**src/rtl/mau_pkg.sv**
```systemverilog
// Shared encodings and lane helpers for the memory access unit.
package mau_pkg;

    typedef enum logic [2:0] {
        OP_LW  = 3'd0,
        OP_LH  = 3'd1,
        OP_LHU = 3'd2,
        OP_LB  = 3'd3,
        OP_LBU = 3'd4,
        OP_SW  = 3'd5,
        OP_SH  = 3'd6,
        OP_SB  = 3'd7
    } op_e;

    typedef enum logic [1:0] {
        IDLE = 2'd0,
        RD   = 2'd1,
        WR   = 2'd2,
        DONE = 2'd3
    } state_e;

    function automatic logic is_load(input op_e op);
        return (op == OP_LW) || (op == OP_LH) || (op == OP_LHU) ||
               (op == OP_LB) || (op == OP_LBU);
    endfunction

    function automatic logic is_misaligned(input op_e op, input logic [1:0] a);
        logic mis;
        mis = 1'b0;
        case (op)
            OP_LW, OP_SW:         mis = (a != 2'b00);
            OP_LH, OP_LHU, OP_SH: mis = a[0];
            default:              mis = 1'b0;
        endcase
        return mis;
    endfunction

    // Replace only the addressed lane; untouched bytes come from the word just read.
    function automatic logic [31:0] merge_store(input logic [31:0] word,
                                                input logic [31:0] data,
                                                input logic [1:0]  a,
                                                input op_e         op);
        logic [31:0] r;
        r = word;
        if (op == OP_SB)
            r[{a, 3'b000} +: 8] = data[7:0];
        else if (op == OP_SH)
            r[{a[1], 4'b0000} +: 16] = data[15:0];
        return r;
    endfunction

endpackage

```
**src/rtl/load_extend.sv**
```systemverilog
// Little-endian lane select with sign/zero extension for load results.
module load_extend
    import mau_pkg::*;
(
    input  logic [31:0] word,
    input  logic [1:0]  addr,
    input  op_e         op,
    output logic [31:0] result
);

    logic [7:0]  lane_b;
    logic [15:0] lane_h;

    always_comb begin
        lane_b = word[{addr, 3'b000} +: 8];
        lane_h = word[{addr[1], 4'b0000} +: 16];
        result = word;
        case (op)
            OP_LB:   result = {{24{lane_b[7]}}, lane_b};
            OP_LBU:  result = {24'h000000, lane_b};
            OP_LH:   result = {{16{lane_h[15]}}, lane_h};
            OP_LHU:  result = {16'h0000, lane_h};
            default: result = word;
        endcase
    end

endmodule

```
**src/rtl/mem_access_unit.sv**
```systemverilog
// Byte/halfword/word load-store front end onto a word-wide memory port.
// state | meaning
// IDLE  | waiting for start
// RD    | word read outstanding (loads, and first half of SB/SH read-modify-write)
// WR    | word write outstanding
// DONE  | one-cycle completion, err valid
module mem_access_unit
    import mau_pkg::*;
#(
    parameter bit ALIGN_CHECK = 1'b1
) (
    input  logic        clk,
    input  logic        rst,
    input  logic        start,
    input  logic [2:0]  op,
    input  logic [31:0] addr,
    input  logic [31:0] wdata,
    output logic [31:0] rdata,
    output logic        done,
    output logic        busy,
    output logic        err,
    output logic        mem_req,
    output logic        mem_we,
    output logic [31:0] mem_addr,
    output logic [31:0] mem_wdata,
    input  logic [31:0] mem_rdata,
    input  logic        mem_ready
);

    state_e      state_q, state_d;
    op_e         op_q, op_d;
    logic [31:0] addr_q, addr_d;
    logic [31:0] wdata_q, wdata_d;
    logic [31:0] rdata_q, rdata_d;
    logic        err_q, err_d;
    logic [31:0] ext_result;

    load_extend u_load_extend (
        .word   (mem_rdata),
        .addr   (addr_q[1:0]),
        .op     (op_q),
        .result (ext_result)
    );

    always_ff @(posedge clk) begin
        if (rst) begin
            state_q <= IDLE;
            op_q    <= OP_LW;
            addr_q  <= '0;
            wdata_q <= '0;
            rdata_q <= '0;
            err_q   <= 1'b0;
        end else begin
            state_q <= state_d;
            op_q    <= op_d;
            addr_q  <= addr_d;
            wdata_q <= wdata_d;
            rdata_q <= rdata_d;
            err_q   <= err_d;
        end
    end

    always_comb begin
        state_d = state_q;
        op_d    = op_q;
        addr_d  = addr_q;
        wdata_d = wdata_q;
        rdata_d = rdata_q;
        err_d   = err_q;
        case (state_q)
            IDLE: begin
                if (start) begin
                    op_d    = op_e'(op);
                    addr_d  = addr;
                    wdata_d = wdata;
                    err_d   = 1'b0;
                    if (ALIGN_CHECK && is_misaligned(op_e'(op), addr[1:0])) begin
                        err_d   = 1'b1;
                        state_d = DONE;
                    end else if (op_e'(op) == OP_SW) begin
                        state_d = WR;
                    end else begin
                        state_d = RD;
                    end
                end
            end
            RD: begin
                if (mem_ready) begin
                    if (is_load(op_q)) begin
                        rdata_d = ext_result;
                        state_d = DONE;
                    end else begin
                        wdata_d = merge_store(mem_rdata, wdata_q, addr_q[1:0], op_q);
                        state_d = WR;
                    end
                end
            end
            WR: begin
                if (mem_ready)
                    state_d = DONE;
            end
            DONE: state_d = IDLE;
            default: state_d = IDLE;
        endcase
    end

    // Outputs are forced low while rst is high so a reset mid-write cannot complete it.
    always_comb begin
        rdata     = rst ? 32'h0 : rdata_q;
        done      = !rst && (state_q == DONE);
        busy      = !rst && (state_q != IDLE);
        err       = !rst && err_q;
        mem_req   = !rst && ((state_q == RD) || (state_q == WR));
        mem_we    = !rst && (state_q == WR);
        mem_addr  = rst ? 32'h0 : {addr_q[31:2], 2'b00};
        mem_wdata = rst ? 32'h0 : wdata_q;
    end

endmodule

```
**config.mk**
```make
export PLATFORM = sky130hd
export DESIGN_NAME = mem_access_unit
export DESIGN_NICKNAME = d
export VERILOG_FILES = /design/src/rtl/mau_pkg.sv /design/src/rtl/load_extend.sv /design/src/rtl/mem_access_unit.sv
export SDC_FILE = /design/constraint.sdc
export NUM_CORES = 1
export LEC_CHECK = 0
export CAP_MARGIN = 20
export CORE_MARGIN = 4
export CORE_UTILIZATION = 25
export CTS_CLUSTER_DIAMETER = 100
export DETAILED_ROUTE_END_ITERATION = 10
export PLACE_DENSITY = 0.56
export SLEW_MARGIN = 20
export SYNTH_ARGS = -nofsm -noshare
export SYNTH_HDL_FRONTEND = slang
export SYNTH_SLANG_ARGS = --single-unit
```
**constraint.sdc**
```tcl
create_clock -name clk -period 2.15 [get_ports clk]
set_input_delay 0.43 -clock clk [delete_from_list [all_inputs] [get_ports clk]]
set_output_delay 0.43 -clock clk [all_outputs]
set_load 0.05 [all_outputs]
```
# Word-level counts from Yosys, hierarchy flattened
# Index checks and enable logic that the tools add are counted.
dict set report totals {
  regBits 102
  out_inout_bits 101
  elab_cells 77
}
dict set report classes {
  addsub 2
  n_eq_ne 17
  n_shift 6
  mux 23
  reduce_logical 23
}
# operator n
set ops {}
lappend ops {{two-way mux 32 bit} 8}
lappend ops {{case mux 32 bit (4 select lines)} 1}
lappend ops {{bitwise mux 32 bit} 2}
lappend ops {{case mux 32 bit (2 select lines)} 1}
lappend ops {{variable shift 16 x 7 -> 32 bit (first input constant)} 1}
lappend ops {{variable shift 8 x 7 -> 32 bit (first input constant)} 1}
lappend ops {{indexed part select 16 x 7 -> 32 bit} 1}
lappend ops {{indexed part select 32 x 6 -> 16 bit} 1}
lappend ops {{indexed part select 32 x 6 -> 8 bit} 1}
lappend ops {{indexed part select 8 x 7 -> 32 bit} 1}
lappend ops {{== test 3 bit (second input constant)} 5}
lappend ops {{negator 5 -> 7 bit} 2}
lappend ops {{two-way mux 2 bit} 5}
lappend ops {{== test 3 x 2 -> 1 bit (second input constant)} 3}
lappend ops {{!= test 2 bit (second input constant)} 4}
lappend ops {{case mux 2 bit (4 select lines)} 1}
lappend ops {{== test 3 x 1 -> 1 bit (second input constant)} 2}
lappend ops {{zero test 3 bit} 2}
lappend ops {{AND reduction 3 bit} 2}
lappend ops {{nonzero test 2 bit} 3}
lappend ops {{logical AND 1 bit} 5}
lappend ops {{logical OR 1 bit} 5}
lappend ops {{== test 2 bit (second input constant)} 2}
lappend ops {{two-way mux 1 bit} 4}
lappend ops {{8 further kinds} 8}

# Logic depth before layout (Yosys ltp)
dict set report depth {
  depth_word 8
  ltp_mapped 9
  ltp_nobuf 6
}

# Hierarchy
# A second synthesis with hierarchy kept.
dict set report hier_totals {
  hier_cells 829
  area_unflattened_um2 6343.6
}
# mod n_inst cells_per_inst area_per_inst_um2 seq_area_each_um2
set by_module_without_submodules {}
lappend by_module_without_submodules {mem_access_unit 1 716 5505.3 2042.0}
lappend by_module_without_submodules {load_extend 1 113 838.3 0.0}

# Least setup slack after synthesis
# No wires, ideal clock.
dict set report synth_timing {
  path_kind {register -> register}
  start {reg addr_q[1]}
  end {reg wdata_q[24]}
  setup_ns 0.091
  arrival_ns 2.258
  t_required_ns 2.059
  path_slack_ns -0.199
  stages_incl_launch_ff 10
  period_less_slack_ns 2.349
  path_cell_list {dfxtp_1 > buf_2 > inv_1 > clkbuf_1 > ha_1 > or3b_2 > buf_2 > nor3_1 > o221ai_1 > a311oi_1}
}
dict set report synth_via {
  elab_chain_cells 8
}
# element line
set synth_rtl {}
lappend synth_rtl {{start, declared} mem_access_unit.sv:32} ;# logic [31:0] addr_q, addr_d;
lappend synth_rtl {{start signal, assigned} mem_access_unit.sv:56} ;# addr_q <= addr_d;
lappend synth_rtl {{negator 5 -> 7 bit} mau_pkg.sv:48} ;# r[{a[1], 4'b0000} +: 16] = data[15:0];
lappend synth_rtl {{indexed part select 16 x 7 -> 32 bit or variable shift 16 x 7 -> 32 bit (tied branches)} mau_pkg.sv:48}
lappend synth_rtl {{bitwise mux 32 bit} mau_pkg.sv:48}
lappend synth_rtl {{two-way mux 32 bit} mau_pkg.sv:47} ;# else if (op == OP_SH)
lappend synth_rtl {{two-way mux 32 bit *} mau_pkg.sv:45} ;# if (op == OP_SB)
lappend synth_rtl {{two-way mux 32 bit *} mem_access_unit.sv:89} ;# if (is_load(op_q)) begin
lappend synth_rtl {{two-way mux 32 bit *} mem_access_unit.sv:88} ;# if (mem_ready) begin
lappend synth_rtl {{case mux 32 bit (2 select lines) *} mem_access_unit.sv:70} ;# case (state_q)
lappend synth_rtl {{end signal, assigned} mem_access_unit.sv:57} ;# wdata_q <= wdata_d;
lappend synth_rtl {{end, declared} mem_access_unit.sv:33} ;# logic [31:0] wdata_q, wdata_d;
# Every way passes the cells marked *; elsewhere a longest branch is shown, timed or not. The select of a mux whose other input is x is not followed.
# A chain may end at the register's enable or synchronous reset.

# Worst setup path in the final report
dict set report layout_timing {
  start {reg addr_q[1]}
  end {reg wdata_q[18]}
}
# Same word-level chain as after synthesis.

==> summary.txt <==
Run status
  • Status: complete, no violations

Power and ir drop
  • VDD IR max: 0.5132 mV
  • Power per Cell Area: 1075 nW/um^2
  • Combinational power share: 56.5%
  • Clock Power Share: 16.0%
  • Sequential share of power: 27.4%
  • Sw Pwr: 4.629 mW
  • Sw Ratio: 46.28%
  • Tot Pwr: 10.00 mW
  • Cell Int Power: 5.374 mW
  • Leak pwr: 3.744 nW

Route
  • ANT nets after route: 0
  • Vias/cell: 4.933
  • Drt pass-1 iters: 5
  • # DRC: 0
  • DR iter-0 viols: 543
  • Routed wire per std cell: 17.35 um
  • Via count: 6945
  • WL final: 24420 um

Global route
  • Initial antenna violation count: 2
  • Total GRT Usage: 16.72%
  • GR peak layer: met2
  • Met2 Resource Use GR: 27.73%
  • First-pass GRT wire length: 37780 um
  • Met1 GRT Util: 21.54%
  • Vias in the first global route: 6621
  • GRT overflow: 0
  • Met3 GRT Util: 4.649%
  • Largest net degree at the start of global routing: 81

Worst setup path
  • FF-to-FF End: wdata_q[18]$_SDFFE_PP0P_
  • WS Path Type: register to register
  • Crit path DAT: 2200 ps
  • Worst Path Required: 2390 ps
  • Flop2flop setup slack: 190 ps
  • R2R depth: 7
  • Critical path cell sequence: buf_12 -> ha_1 -> mux2_2 -> a21boi_0 -> a311oi_1 -> buf_4 -> o21ai_0
  • Startpoint types: register
  • CP Max Fanout: 63
  • Crit. End Element: register
  • CP max stage delay: 390 ps
  • CP delay by family, top: compound AO/OA/AOI/OAI gates
  • Buf/Inv on CP: 2
  • FF-to-FF Start: addr_q[1]$_SDFFE_PP0P_
  • Levels on crit path: 7
  • Slowest cell on the critical path: a311oi_1

Floorplan
  • Starting Density: 25.35%
  • Row cnt: 58
  • Die area: 28160 sq um
  • Core area: 25180 sq um
  • Die X: 167.8 um
  • Io pins: 204
  • Die height: 167.8 um

Final layout
  • Fillers: 2660
  • Final nets: 1185
  • Share of cells above drive strength 1: 18.29%
  • Non-Filler Instances: 1408
  • Fin util: 36.95%
  • Area grow syn2layout: 45.77%
  • Design area: 9305 sq um

Place
  • Placed cell count: 1391
  • IO Port Bufs: 201
  • Cell Area, Placed: 9012 sq um
  • Gpl congestion: 0.8627
  • Post-DP HPWL: 18290 um
  • Placement Setup Slack: -52.17 ps

Min path
  • Hold path start: addr_q[11]$_SDFFE_PP0P_
  • Type of the most critical hold path: register to register
  • Worst Hold Endpoint: addr_q[11]$_SDFFE_PP0P_
  • WHS Path Cells: 2

Synthesis
  • Yosys top cell by area: dfxtp_1
  • Number of enable flip-flop cells after synthesis: 0
  • Register area share after synthesis: 31.99%
  • Synth top area share: 31.99%
  • Dominant cells by area after synthesis: dfxtp_1 (32%), nand2_1 (8.1%), nor2b_1 (6.7%)
  • Synthesized instance count: 882
  • Syn_area_per_cell: 7.238 sq um
  • Synth unique cells: 62
  • Most numerous cell in the Yosys netlist: nand2_1
  • Fraction of registers with async set/reset: 0%
  • Syn. warnings: 0
  • Mapped Area: 6384 sq um
  • Synth cell count leaders: nand2_1 (138), dfxtp_1 (102), a21oi_1 (81)
  • Main flop type after synthesis: dfxtp_1
  • Synthesized flop and latch total: 102

Timing
  • Clk_skew: 9.187 ps
  • F_max: 0.5090 GHz
  • Setup-failing EPs final: 0
  • Period utilisation layout: 91.38%
  • Slew Limit Headroom: 56.58%
  • Min cycle time layout: 1965 ps
  • Worst-margin pin slew: 651.3 ps
  • Pins over their slew limit: 0
  • Fin. Hold Viols: 0
  • RSZ-0062 raised after global routing: false
  • Worst setup margin: 185.4 ps

Clock network
  • Post-CTS setup buffer count: 0
  • Clk_lat worst skew: 360 ps
  • CTS root buf: clkbuf_16
  • Clock buffer depth: 2
  • Hold Buf Count CTS: 0
  • CTS H-Tree Depth: 3
  • CTS sink cnt: 102
  • Num CTS Buffers: 9
  • Resized cells post-CTS: 0
  • Clock transition at path regs: 80 ps
  • CTS tree: built

Job
  • Max_cap viols: 0
-- worst register-to-register path, cell delays in order, from the launching register on --
cell and delay (ps):
dfxtp_2 350, buf_12 250, ha_1 260, mux2_2 240
a21boi_0 100, a311oi_1 390, buf_4 180, o21ai_0 70
-- logic make-up after synthesis --
| logic type | synth area share [%] |
|---|---|
| compound gates | 27.36 |
| fa+ha+maj | 1.960 |
| buf+inv | 8.683 |
| flops | 31.99 |
| mux | 1.019 |
| other cells | 0.05874 |
| simple gates | 28.93 |
-- state kept, by name, indices dropped and copies added (netlist names) --
name / count
addr_q: 32
err_q: 1
op_q: 3
rdata_q: 32
state_q: 2
wdata_q: 32
-- power groups by stage --
| stage | Combinational (mW) | Sequential (mW) | Clock, mW |
|---|---|---|---|
| after CTS | 5.66 | 2.74 | 1.67 |
| after detailed placement | 5.64 | 2.79 | 0 |
| final | 5.66 | 2.74 | 1.61 |
| after global routing | 6.14 | 2.81 | 1.75 |
| after floorplan | 3.77 | 2.67 | 0 |
| after global placement | 5.63 | 2.77 | 0 |
-- how the worst max path moves through the flow --
| stage | start | to |
|---|---|---|
| after global routing | state_q[1]$_SDFFE_PP0P_ | wdata_q[2]$_SDFFE_PP0P_ |
| after floorplan | addr_q[0]$_SDFFE_PP0P_ | wdata_q[24]$_SDFFE_PP0P_ |
| final | addr_q[1]$_SDFFE_PP0P_ | wdata_q[18]$_SDFFE_PP0P_ |
| after CTS | addr_q[1]$_SDFFE_PP0P_ | wdata_q[18]$_SDFFE_PP0P_ |
| after detailed placement | mem_rdata[31] | rdata_q[21]$_SDFFE_PP0P_ |
| after global placement | mem_rdata[31] | rdata_q[21]$_SDFFE_PP0P_ |
-- final cells by class --
type / instances / area, sq um / share of cell area [%]
antenna: 1 / 2.502 / 0.02689
clock buffer: 9 / 225.2 / 2.420
clock inverter: 7 / 52.55 / 0.5647
inverter: 53 / 198.9 / 2.138
multi-input combinational: 649 / 3804 / 40.88
sequential: 102 / 2044 / 21.97
tap: 330 / 412.9 / 4.437
timing repair buffer: 257 / 2565 / 27.56
-- cells in the final DEF, fill, tap and decap left out, types with 27 or more instances in the layout --
cell type        Yosys  layout
a21oi_1             81      81
a311oi_1            33      33
buf_12               0      30
buf_4                4     124
clkdlybuf4s50_1      0     101
dfxtp_1            102     100
inv_1               53      53
nand2_1            138     138
nand2b_1            31      31
nand3_1             27      27
nor2_1              77      77
nor2b_1             68      68
-- metrics by stage --
step                TNS (ps)  hold slack [ps]
floorplan                  0            431.8
global placement      -119.1            437.1
detailed placement    -346.6            441.6
CTS                        0            453.7
global route               0            472.3
finish                     0            451.0
-- layer usage --
| layer | vias up | part of all wire, % |
|---|---|---|
| li1 | 3437 | - |
| met5 | - | 0.053 |
| met3 | 31 | 7.9 |
| met4 | 2 | 1.8 |
| met1 | 3225 | 43 |
| met2 | 250 | 48 |
Note: power is estimated with default switching activity, not from simulation.
